File: src/rtl/alu_pipe_param.sv
// alu_pipe_param: handshaked, registered ALU with status flags.
// Ops: AND, OR, ADD, SUB, XOR, SLL, SRL, MUL (3-bit opcode).
// Shifts by s>0 and MUL run iteratively, one bit per cycle, in the BUSY state.
// Build option: define ALU_MUL_EN to build the shift-add multiplier. Without it,
// opcode 111 completes in one cycle with out_c=0 and flags {N=0,Z=1,C=1,V=1}.
//
// Handshake: a transfer happens on a rising clk edge where valid & ready are both
// high. The producer holds in_a/in_b/in_op stable only while in_valid waits for
// in_ready; out_c/out_flags stay stable while out_valid=1 and out_ready=0.
module alu_pipe_param #(
  parameter int WIDTH = 8,
  parameter int SHW   = $clog2(WIDTH)
) (
  input  logic             clk,
  input  logic             rst_n,
  input  logic             in_valid,
  output logic             in_ready,
  input  logic [WIDTH-1:0] in_a,
  input  logic [WIDTH-1:0] in_b,
  input  logic [2:0]       in_op,
  output logic             out_valid,
  input  logic             out_ready,
  output logic [WIDTH-1:0] out_c,
  output logic [3:0]       out_flags
);

  localparam logic [2:0] OP_AND = 3'b000;
  localparam logic [2:0] OP_OR  = 3'b001;
  localparam logic [2:0] OP_ADD = 3'b010;
  localparam logic [2:0] OP_SUB = 3'b011;
  localparam logic [2:0] OP_XOR = 3'b100;
  localparam logic [2:0] OP_SLL = 3'b101;
  localparam logic [2:0] OP_SRL = 3'b110;
  localparam logic [2:0] OP_MUL = 3'b111;

  // Counter is one bit wider than the shift field so it can also hold WIDTH.
  localparam int CW = SHW + 1;

  typedef enum logic [1:0] {
    IDLE = 2'd0,
    BUSY = 2'd1,
    DONE = 2'd2
  } state_t;

  state_t state;
  state_t state_nxt;

  logic             accept;
  logic [SHW-1:0]   shamt;
  logic             multi;
  logic             last;

  logic [2:0]       op_q;
  logic [CW-1:0]    cnt_q;
  logic [WIDTH-1:0] work_q;

  logic [WIDTH:0]   sum;
  logic [WIDTH:0]   diff;
  logic [WIDTH-1:0] res1;
  logic             c1;
  logic             v1;
  logic [3:0]       flags1;

  logic [WIDTH-1:0] work_nxt;
  logic             bit_out;
  logic [WIDTH-1:0] res_b;
  logic             c_b;

`ifdef ALU_MUL_EN
  logic [2*WIDTH-1:0] mcand_q;
  logic [WIDTH-1:0]   mplier_q;
  logic [2*WIDTH-1:0] prod_q;
  logic [2*WIDTH-1:0] prod_nxt;
`endif

  assign accept = in_valid & in_ready;
  assign shamt  = in_b[SHW-1:0];
  assign last   = (cnt_q == CW'(1));

  // Decide whether the incoming op needs the iterative BUSY path.
  always_comb begin
    multi = ((in_op == OP_SLL) || (in_op == OP_SRL)) && (shamt != '0);
`ifdef ALU_MUL_EN
    if (in_op == OP_MUL) multi = 1'b1;
`endif
  end

  // Single-cycle result and flags, computed straight from the inputs at accept.
  always_comb begin
    sum  = {1'b0, in_a} + {1'b0, in_b};
    diff = {1'b0, in_a} + {1'b0, ~in_b} + {{WIDTH{1'b0}}, 1'b1};
    res1 = '0;
    c1   = 1'b0;
    v1   = 1'b0;
    case (in_op)
      OP_AND: res1 = in_a & in_b;
      OP_OR:  res1 = in_a | in_b;
      OP_ADD: begin
        res1 = sum[WIDTH-1:0];
        c1   = sum[WIDTH];
        v1   = (in_a[WIDTH-1] == in_b[WIDTH-1]) && (sum[WIDTH-1] != in_a[WIDTH-1]);
      end
      OP_SUB: begin
        res1 = diff[WIDTH-1:0];
        c1   = diff[WIDTH];
        v1   = (in_a[WIDTH-1] != in_b[WIDTH-1]) && (diff[WIDTH-1] != in_a[WIDTH-1]);
      end
      OP_XOR: res1 = in_a ^ in_b;
      OP_SLL: res1 = in_a;
      OP_SRL: res1 = in_a;
      OP_MUL: begin
`ifdef ALU_MUL_EN
        res1 = '0;
`else
        res1 = '0;
        c1   = 1'b1;
        v1   = 1'b1;
`endif
      end
      default: res1 = '0;
    endcase
    flags1 = {res1[WIDTH-1], (res1 == '0), c1, v1};
  end

`ifdef ALU_MUL_EN
  // Shift-add step: add the aligned multiplicand when the current multiplier bit is set.
  always_comb begin
    prod_nxt = prod_q + (mplier_q[0] ? mcand_q : {2*WIDTH{1'b0}});
  end
`endif

  // One iteration of the BUSY datapath and the result it would retire on the last step.
  always_comb begin
    if (op_q == OP_SLL) begin
      work_nxt = {work_q[WIDTH-2:0], 1'b0};
      bit_out  = work_q[WIDTH-1];
    end else begin
      work_nxt = {1'b0, work_q[WIDTH-1:1]};
      bit_out  = work_q[0];
    end
    res_b = work_nxt;
    c_b   = bit_out;
`ifdef ALU_MUL_EN
    if (op_q == OP_MUL) begin
      res_b = prod_nxt[WIDTH-1:0];
      c_b   = |prod_nxt[2*WIDTH-1:WIDTH];
    end
`endif
  end

  // FSM state register.
  always_ff @(posedge clk) begin
    if (!rst_n) state <= IDLE;
    else        state <= state_nxt;
  end

  // FSM next state: accepting in DONE retires the current result at the same edge.
  always_comb begin
    state_nxt = state;
    unique case (state)
      IDLE: if (accept) state_nxt = multi ? BUSY : DONE;
      BUSY: if (last) state_nxt = DONE;
      DONE: begin
        if (accept)         state_nxt = multi ? BUSY : DONE;
        else if (out_ready) state_nxt = IDLE;
      end
      default: state_nxt = IDLE;
    endcase
  end

  // FSM outputs: handshake signals are pure functions of state and out_ready.
  always_comb begin
    in_ready  = (state == IDLE) || ((state == DONE) && out_ready);
    out_valid = (state == DONE);
  end

  // Datapath: capture on accept, iterate while BUSY, register the result when finished.
  always_ff @(posedge clk) begin
    if (!rst_n) begin
      op_q      <= '0;
      cnt_q     <= '0;
      work_q    <= '0;
      out_c     <= '0;
      out_flags <= '0;
`ifdef ALU_MUL_EN
      mcand_q   <= '0;
      mplier_q  <= '0;
      prod_q    <= '0;
`endif
    end else if (accept) begin
      op_q   <= in_op;
      work_q <= in_a;
      cnt_q  <= {1'b0, shamt};
`ifdef ALU_MUL_EN
      mcand_q  <= {{WIDTH{1'b0}}, in_a};
      mplier_q <= in_b;
      prod_q   <= '0;
      if (in_op == OP_MUL) cnt_q <= CW'(WIDTH);
`endif
      if (!multi) begin
        out_c     <= res1;
        out_flags <= flags1;
      end
    end else if (state == BUSY) begin
      work_q <= work_nxt;
      cnt_q  <= cnt_q - CW'(1);
`ifdef ALU_MUL_EN
      mcand_q  <= mcand_q << 1;
      mplier_q <= mplier_q >> 1;
      prod_q   <= prod_nxt;
`endif
      if (last) begin
        out_c     <= res_b;
        out_flags <= {res_b[WIDTH-1], (res_b == '0), c_b, 1'b0};
      end
    end
  end

endmodule

File: config.mk
export PLATFORM = sky130hd
export DESIGN_NAME = alu_pipe_param
export DESIGN_NICKNAME = d
export VERILOG_FILES = /design/src/rtl/alu_pipe_param.sv
export SDC_FILE = /design/constraint.sdc
export NUM_CORES = 1
export LEC_CHECK = 0
export CORE_ASPECT_RATIO = 0.6
export CORE_MARGIN = 8
export CORE_UTILIZATION = 45
export CTS_BUF_LIST = sky130_fd_sc_hd__clkbuf_2 sky130_fd_sc_hd__clkbuf_4 sky130_fd_sc_hd__clkbuf_8
export DETAILED_ROUTE_END_ITERATION = 6
export PLACE_DENSITY = 0.77
export REMOVE_ABC_BUFFERS = 1
export SYNTH_ARGS = -nofsm -noshare
export SYNTH_HDL_FRONTEND = slang
export SYNTH_SLANG_ARGS = --single-unit
File: constraint.sdc
create_clock -name clk -period 5 [get_ports clk]
set_input_delay 0.75 -clock clk [delete_from_list [all_inputs] [get_ports clk]]
set_output_delay 0.75 -clock clk [all_outputs]
set_load 0.02 [all_outputs]
* After elaboration in Yosys (flattened, before gate mapping) *
Index checks and enable logic that the tools add are counted.

word-level totals
  bits in writable memories = 0
  bits in latches = 0
  register bits after elaboration = 29
  bits of input ports = 23
  memory bits (read-only) = 0
  output and inout port bits = 14
  memories kept = 0
  logic and storage cells = 76

operators by class
  bitwise logic cells = 6
  div/mod/pow operators = 0
  shifts and indexed selects = 0
  multiplexer cells = 23
  $mul = 0
  eq/ne operators = 19
  $lt $le $gt $ge = 0
  add/subtract/negate cells = 4
  reductions and logical operators = 17

operators with widths
  cell                 count
  $mux 8               7
  $pmux 8 s7           1
  $add 8x8->9          2
  $logic_not 8->1      2
  $mux 4               4
  $eq 3x3->1 const B   5
  $mux 2               5
  $add 9x1->9 const B  1
  $and 8x8->8          1
  $not 8->8            1
  $or 8x8->8           1
  $xor 8x8->8          1
  $eq 3x2->1 const B   2
  $mux 3               2
  $ne 2x2->1 const B   3
  $pmux 1 s3           2
  $pmux 2 s3           1
  $reduce_and 3->1     2
  $eq 4x1->1 const B   1
  $logic_and 1x1->1    4
  $reduce_bool 2->1    2
  $reduce_or 2->1      2
  $sub 4x1->4 const B  1
  $eq 3x1->1 const B   1
  other kinds (12)     15

* Logic depth before layout (Yosys ltp) *
Gate-level depths: netlist of the first run.

  depth in word-level cells = 8
  depth in mapped cells = 10
  depth with buffers taken out = 10

* Worst setup path before layout of the first run *
OpenSTA, ideal clock, no wires.

  path kind = input-to-reg
  from = input in_a[1]
  to = register out_flags[2]
  data arrival time = 2399 ps
  buffers on the path = 0
  cell stages on the path = 9
  setup slack = 2483 ps
  library setup time = 117 ps
  cells stage by stage = inv_1 -> ha_1 -> o21bai_1 -> a21o_1 -> a211oi_2 -> o221a_2 -> nor3_2 -> and4b_1 -> a32o_1

between the ends
  longest elaborated chain between the ends = 6

RTL lines
  element                 line  source
  start: declaration      18    input logic [WIDTH-1:0] in_a,
  $add 8x8->9             91    diff = {1'b0, in_a} + {1'b0, ~in_b} + {{WIDTH{1'b0}}, 1'b1};
  $add 9x1->9             91
  $pmux 8 s7 *            95    case (in_op)
  $logic_not 8->1 *       122   flags1 = {res1[WIDTH-1], (res1 == '0), c1, v1};
  $mux 4 *                200   if (!multi) begin
  $mux 4 *                190   end else if (accept) begin
  end signal: assignment  202   out_flags <= flags1;
  end signal: assignment  214   out_flags <= {res_b[WIDTH-1], (res_b == '0), c_b, 1'b0};
  end: declaration        24    output logic [3:0] out_flags

Every way passes the cells marked *; elsewhere a longest branch is shown, timed or not. The select of a mux whose other input is x is not followed.
A chain may end at the register's enable or synchronous reset.

* Final worst setup path of the first run *
  from = input in_op[1]
  to = register out_c[2]

between the ends
  longest elaborated chain between the ends = 5

RTL lines
  element                                                               line    source
  start: declaration                                                    20      input logic [2:0] in_op,
  $eq 3x3->1                                                            82, 95
  $reduce_or 2->1 (no line) / $logic_or 1x1->1 (equally long branches)  --
  $pmux 8 s7 / $logic_and 1x1->1 (equally long branches)                95, 82
  $mux 8 / $ne 2x2->1 (equally long branches)                           --
  $mux 8 / $reduce_and 3->1 (equally long branches)                     --
  end signal: assignment                                                201     out_c <= res1;
  end signal: assignment                                                213     out_c <= res_b;
  end: declaration                                                      23      output logic [WIDTH-1:0] out_c,

Parallel ways exist; a longest one is shown, timed or not. The select of a mux whose other input is x is not followed.

==> flow_metrics.py, run 1 <==
metrics = {
    "status": {
        "outcome": "finished, final reports clean",
    },
    "die": {
        "die_h_um": 76.4,
        "io-pin-count": 37,
        "placeableCoreArea_um2": 6000,
        "placement_rows": 22,
        "x_dimension_of_the_die_um": 117,
        "floorplan.die_area_um2": 8920,
        "initial_utilization_pct": 45.7,
    },
    "worst_setup_path": {
        "arrival_ns": 3.62,
        "crit-reg2reg-launch": "state[1]",
        "path_class": "primary input to flip-flop",
        "crit_path_largest_cell_delay_ns": 1.00,
        "cp_cell_sequence": "clkdlybuf4s50_1, xor2_2, o311ai_1, and2_1, a21oi_4, nor3_1, a221oi_1, nor2b_1",
        "critical_path.n_buffers_inverters": 1,
        "timing.critical_path.required_ns": 5.16,
        "critical-path-top-delay-family": "compound AO/OA/AOI/OAI gates",
        "crit_path_start_kind": "primary input",
        "critical_path_capture_point_type": "flip-flop",
        "crit_fanout": 22,
        "cpMaxStageDelayCell": "sky130_fd_sc_hd__clkdlybuf4s50_1",
        "worst_setup_path_startpoint": "in_op[1]",
    },
    "grt": {
        "all_layer_global_routing_usage_pct": 17.0,
        "grt.busiest_layer": "met1",
        "global_route.usage.met2_pct": 23.5,
        "first_global_vias": 2458,
        "grt_overflow_total": 0,
        "grtUsageMet3_pct": 3.72,
        "first_pass_grt_wire_length_um": 12500,
        "global_route.usage.met1_pct": 26.2,
        "maximum_number_of_pins_on_one_net_before_global_route_repair": 31,
        "antenna_found_initial": 0,
    },
    "synthesis": {
        "synth_mux_area_share_pct": 5.53,
        "mappedNetlistArea_um2": 2740,
        "synthDominantCellAreaShare_pct": 20.5,
        "synth-async-reset-ratio_pct": 0,
        "yosysTopAreaCell": "sky130_fd_sc_hd__dfxtp_1",
        "syn-mean-instance-area_um2": 7.76,
        "synth.yosys.warnings": 0,
        "fraction_of_the_yosys_area_taken_by_sequential_cells_pct": 20.5,
        "synth_fa_ha_area_share_pct": 13.3,
        "synth_compound_area_share_pct": 27.9,
        "post_synthesis_simple_gate_area_fraction_pct": 21.0,
        "synth-edff-count": 0,
        "synth_cell_type_count": 64,
        "ys_top_cells_by_count": "sky130_fd_sc_hd__nor2_1, sky130_fd_sc_hd__dfxtp_1, sky130_fd_sc_hd__inv_1",
        "synth_flop_cell": "sky130_fd_sc_hd__dfxtp_1",
        "synth.ff_latch_count": 28,
        "post_synth_inst_count": 353,
        "synth_top_family_by_area": "compound AO/OA/AOI/OAI gates",
        "yosysMostFrequentCell": "sky130_fd_sc_hd__nor2_1",
        "synth.top_cells.by_area": "sky130_fd_sc_hd__dfxtp_1, sky130_fd_sc_hd__ha_1, sky130_fd_sc_hd__mux2i_1",
        "yosys.area_share.xor_xnor_pct": 2.83,
    },
    "routing": {
        "finalWirelength_um": 7590,
        "drt_pass1_iterations": 5,
        "post_drt_wl_per_cell_um": 16.6,
        "via_per_instance_ratio": 5.68,
        "detailroute.via_count": 2603,
        "post_detailed_route_drc_marker_count": 0,
        "detail-route-antenna-nets": 0,
        "drt_iter0_markers": 253,
    },
    "sta": {
        "fmax_mhz": 289,
        "final-max-slew-violation-count": 0,
        "slew-limit-headroom_pct": 43.7,
        "period_needed_ns": 3.46,
        "rsz0062_at_grt": "no",
        "setup_viol": 0,
        "worst_slew_pin_slew_ns": 0.841,
        "final.setup_skew_ns": 0.00854,
        "final.period_utilization_pct": 69.2,
        "setup-tns-final_ns": 0,
        "timing.final.hold_violations": 0,
    },
    "job": {
        "maxCapViolations": 0,
    },
    "clock_tree": {
        "ctsHtreeMaxLevel": 1,
        "cts.path.max_buffers": 2,
        "tritoncts_clock_tree": "built",
        "cts.repair.resized": 0,
        "cts.sinks": 28,
        "worst_skew_late_latency_ns": 0.28,
        "clock_transition_at_the_registers_of_the_reported_paths_ns": 0.10,
        "cts_buffers": 3,
        "post-cts-setup-buffers": 0,
        "cts.root.buffer_cell": "sky130_fd_sc_hd__clkbuf_8",
        "cts_hold_buf": 0,
    },
    "power": {
        "power.density_nw_per_um2": 218,
        "worst_case_vdd_ir_drop_v": 0.000122,
        "power_leakage_nw": 1.36,
    },
    "final_layout": {
        "regArea_um2": 561,
        "instances_no_fill": 458,
        "area.growth.synth_to_final_pct": 15.2,
        "multi_input_area_um2": 1940,
        "post_route_cells_drive_above_1_share_pct": 5.88,
        "fill_cells": 592,
        "insertedDiodeCount": 0,
        "nNetsFinal": 426,
    },
    "hold_path": {
        "holdCritPathClass": "flip-flop to flip-flop",
        "hp-start": "work_q[0]",
    },
    "placed_design": {
        "portBuffers": 36,
        "gp_congestion": 1.00,
        "dp.cells": 454,
        "dpl.hpwl_um": 5950,
    },
}
[logic make-up (layout without fill, tap and decap cells)]
family | count (synthesis) | after routing
buffers and inverters | 52 | 73
adders and majority gates | 28 | 28
AOI/OAI and AO/OA | 107 | 107
and+or+nand+nor | 115 | 115
DFF | 28 | 28
muxes | 15 | 15
xor gates and xnor gates | 8 | 8
[registers in the layout (all words and copies together) (netlist names)]
register   flops
out_c          8
work_q         8
cnt_q          4
op_q           3
out_flags      3
state          2
[stage by stage]
stage / area (um2) / power [W] / util, % / hold slack [ns] / setup slack [ns]
after floorplan: 2600 / 0.000439 / - / 0.438 / 1.35
after global placement: 3100 / 0.000538 / 51.7 / 0.452 / 1.33
after detailed placement: 3100 / 0.000545 / 51.7 / 0.460 / 1.32
after CTS: 3160 / 0.000682 / 52.6 / 0.473 / 1.61
after global routing: 3160 / 0.000725 / 52.6 / 0.491 / 1.37
final: 3160 / 0.000687 / 52.6 / 0.470 / 1.54
[cells in the final DEF (no fill, tap or decap), drive strengths merged, types with 5 or more instances in the layout]
cell type / count
nor3: 10
mux2i: 14
nor2b: 15
nand2: 26
nor2: 36
inv: 29
dfxtp: 28
a21o: 5
o22ai: 5
a21boi: 8
and2: 6
ha: 26
a221oi: 7
o21ai: 14
a211oi: 11
clkdlybuf4s50: 36
a21oi: 24
[per-layer routing]
layer  wire length, um  share of wire [%]
met1              3880                 51
met5                 0                  0
met2              2990                 39
met3               698                9.2
met4                17               0.22
[layout make-up]
| type | count | area share [%] |
|---|---|---|
| multi-input combinational | 273 | 61.4 |
| timing repair buffer | 40 | 12.4 |
| sequential | 28 | 17.8 |
| tap | 84 | 3.33 |
| clock buffer | 4 | 1.74 |
| inverter | 29 | 3.45 |
[worst min-delay path, stage by stage, from the launching register on]
cell                       delay (ns)
sky130_fd_sc_hd__dfxtp_1         0.32
sky130_fd_sc_hd__nand2_1         0.05
sky130_fd_sc_hd__a21boi_0        0.06
[final timing paths]
kind	endpoint	slack, ns	cells past startpoint
max	out_c[2]	1.54	8
min	work_q[0]	0.47	2
max reg2reg	out_c[2]	2.85	7
min reg2reg	work_q[0]	0.47	2
[where the power goes]
group,internal [W],switching (W),leakage (nW)
clock network,0.0000706,0.0000708,0.0288
registers,0.000242,0.0000173,0.230
logic,0.000123,0.000164,1.10
Note: power is estimated with default switching activity, not from simulation.
==> run 2, diff against run 1 <==
--- a/config.mk
+++ b/config.mk
@@ -10,7 +10,7 @@
 export CORE_UTILIZATION = 45
 export CTS_BUF_LIST = sky130_fd_sc_hd__clkbuf_2 sky130_fd_sc_hd__clkbuf_4 sky130_fd_sc_hd__clkbuf_8
 export DETAILED_ROUTE_END_ITERATION = 6
-export PLACE_DENSITY = 0.77
+export PLACE_DENSITY = 0.8
 export REMOVE_ABC_BUFFERS = 1
 export SYNTH_ARGS = -nofsm -noshare
 export SYNTH_HDL_FRONTEND = slang
==> constraint.sdc (replaced) <==
create_clock -name clk -period 2.8 [get_ports clk]
set_input_delay 0.42 -clock clk [delete_from_list [all_inputs] [get_ports clk]]
set_output_delay 0.42 -clock clk [all_outputs]
set_load 0.02 [all_outputs]
==> flow_metrics.py, run 2 (synthesis results as in run 1) <==
metrics = {
    "final_layout": {
        "post_route_cells_drive_above_1_share_pct": 13.6,
        "area.growth.synth_to_final_pct": 24.7,
        "instances_no_fill": 489,
        "layout.core_utilization_pct": 56.9,
        "top_flop_regs": "out_c (8), work_q (8), cnt_q (4)",
        "most_used_cells_in_the_layout_excluding_fill_and_tap_cells": "sky130_fd_sc_hd__nor2_1, sky130_fd_sc_hd__clkdlybuf4s50_1, sky130_fd_sc_hd__buf_4",
        "fill_cells": 584,
        "nNetsFinal": 457,
        "insertedDiodeCount": 0,
    },
    "sta": {
        "final.setup_skew_ns": 0.00685,
        "final-max-slew-violation-count": 0,
        "fmax_mhz": 379,
        "holdWs_ns": 0.469,
        "period_needed_ns": 2.64,
        "slew-limit-headroom_pct": 60.9,
        "final.period_utilization_pct": 94.2,
        "setup_ws_ns": 0.162,
        "setup_viol": 0,
        "worst_slew_pin_slew_ns": 0.584,
        "timing.final.hold_violations": 0,
        "setup-tns-final_ns": 0,
    },
    "hold_path": {
        "min_delay_path_depth": 2,
        "holdCritPathClass": "flip-flop to flip-flop",
        "hold-path-endpoint": "op_q[1]",
        "hp-start": "op_q[1]",
    },
    "worst_setup_path": {
        "worst-r2r-cell-count": 6,
        "cpMaxStageDelayCell": "sky130_fd_sc_hd__clkdlybuf4s50_1",
        "path_class": "primary input to flip-flop",
        "worst_r2r_endpoint": "out_c[4]",
        "crit_path_largest_cell_delay_ns": 0.51,
        "crit_fanout": 3,
        "timing.reg2reg.setup_slack_ns": 0.89,
        "arrival_ns": 2.83,
        "cp_cell_sequence": "clkdlybuf4s50_1, inv_1, ha_1, fa_1, nor3_2, a211o_1, mux2i_1, xor2_1, a2bb2oi_1, and4b_1, a32o_1",
        "critical_path_capture_point_type": "flip-flop",
        "crit_path_start_kind": "primary input",
        "timing.critical_path.required_ns": 2.99,
        "crit-reg2reg-launch": "cnt_q[0]",
    },
    "routing": {
        "post_drt_wl_per_cell_um": 16.4,
        "finalWirelength_um": 8040,
        "topmost_layer_with_routed_signal_wires": "met4",
        "drt_pass1_iterations": 6,
        "post_detailed_route_drc_marker_count": 0,
        "drt_iter0_markers": 208,
        "met1Wirelength_um": 4070,
        "via_per_instance_ratio": 5.64,
        "detailroute.wirelength.met2_um": 3240,
        "routed_met3_length_um": 675,
        "detailroute.via_count": 2760,
        "detail-route-antenna-nets": 0,
    },
    "power": {
        "switching_share_pct": 34.7,
        "power_leakage_nw": 1.52,
        "intPower_w": 0.000883,
        "power.density_nw_per_um2": 396,
        "power.switching_w": 0.000469,
        "combPwrFrac_pct": 41.7,
        "power.share.clock_pct": 24.2,
        "worst_case_vdd_ir_drop_v": 0.000253,
        "share_seq_of_total_power_pct": 34.1,
    },
    "die": {
        "initial_utilization_pct": 45.7,
        "die_h_um": 76.4,
        "x_dimension_of_the_die_um": 117,
        "floorplan.die_area_um2": 8920,
        "io-pin-count": 37,
        "placement_rows": 22,
        "placeableCoreArea_um2": 6000,
    },
    "grt": {
        "antenna_found_initial": 0,
        "maximum_number_of_pins_on_one_net_before_global_route_repair": 30,
        "first_pass_grt_wire_length_um": 13000,
        "grt_overflow_total": 0,
        "all_layer_global_routing_usage_pct": 17.8,
        "first_global_vias": 2569,
    },
    "clock_tree": {
        "cts_buffers": 3,
        "worst_skew_late_latency_ns": 0.28,
        "cts.root.buffer_cell": "sky130_fd_sc_hd__clkbuf_8",
        "ctsHtreeMaxLevel": 1,
        "cts_hold_buf": 0,
        "cts.sinks": 28,
        "post-cts-setup-buffers": 0,
        "clock_transition_at_the_registers_of_the_reported_paths_ns": 0.10,
        "tritoncts_clock_tree": "built",
        "cts.path.max_buffers": 2,
    },
    "placed_design": {
        "portBuffers": 36,
        "dp.cells": 485,
        "gp_congestion": 0.983,
        "post_place_worst_slack_ns": -0.182,
        "dpl.hpwl_um": 6400,
    },
    "status": {
        "outcome": "finished, final reports clean",
    },
    "job": {
        "maxCapViolations": 0,
    },
}
## run 2: metal layers
metal / GRT usage [%] / vias to the layer above
li1: - / 1351
met5: 0 / -
met1: 26.9 / 1281
met4: 2.03 / 0
met3: 3.88 / 12
met2: 25.4 / 116
## run 2: final cells by class
cell class | count | area (um2) | area share, %
multi-input combinational | 273 | 1950 | 57.0
timing repair buffer | 71 | 623 | 18.2
sequential | 28 | 561 | 16.4
inverter | 29 | 109 | 3.19
tap | 84 | 105 | 3.08
clock buffer | 3 | 41.3 | 1.21
clock inverter | 1 | 30.0 | 0.879
## run 2: timing repair
item	in CTS	in global routing
resized for setup	0	2
endpoints found under the setup margin	0	2
hold endpoints to repair	0	0
## run 2: power by group through the flow
stage	Combinational (W)	Clock (W)	Sequential (W)
CTS	0.000556	0.000332	0.000460
global placement	0.000539	0	0.000467
floorplan	0.000305	0	0.000479
detailed placement	0.000552	0	0.000468
finish	0.000565	0.000327	0.000461
global route	0.000617	0.000350	0.000465
## run 2: worst max-delay path by stage
stage / cells past startpoint / startpoint / slack [ns] / endpoint
after floorplan: 7 / out_ready / -0.52 / out_c[3]
after global placement: 11 / in_a[0] / -0.03 / out_flags[2]
after detailed placement: 11 / in_a[0] / -0.18 / out_flags[2]
after CTS: 11 / in_a[0] / 0.11 / out_flags[2]
after global routing: 10 / in_b[3] / -0.003 / out_flags[1]
final: 11 / in_a[0] / 0.16 / out_flags[2]
## run 2: per-stage QoR
stage / total power, W / area [um2]
2_1_floorplan: 0.000784 / 2600
3_3_place_gp: 0.00101 / 3330
3_5_place_dp: 0.00102 / 3330
4_1_cts: 0.00135 / 3410
5_1_grt: 0.00143 / 3420
6_report: 0.00135 / 3420
## run 2: critical path, delay by kind of cell
family	cells	cell delay [ns]
buffers and inverters	2	0.59
XOR/XNOR	1	0.16
AO/OA/AOI/OAI	3	0.54
adder cells (fa/ha/maj)	2	0.64
AND/OR/NAND/NOR	2	0.38
multiplexers	1	0.10
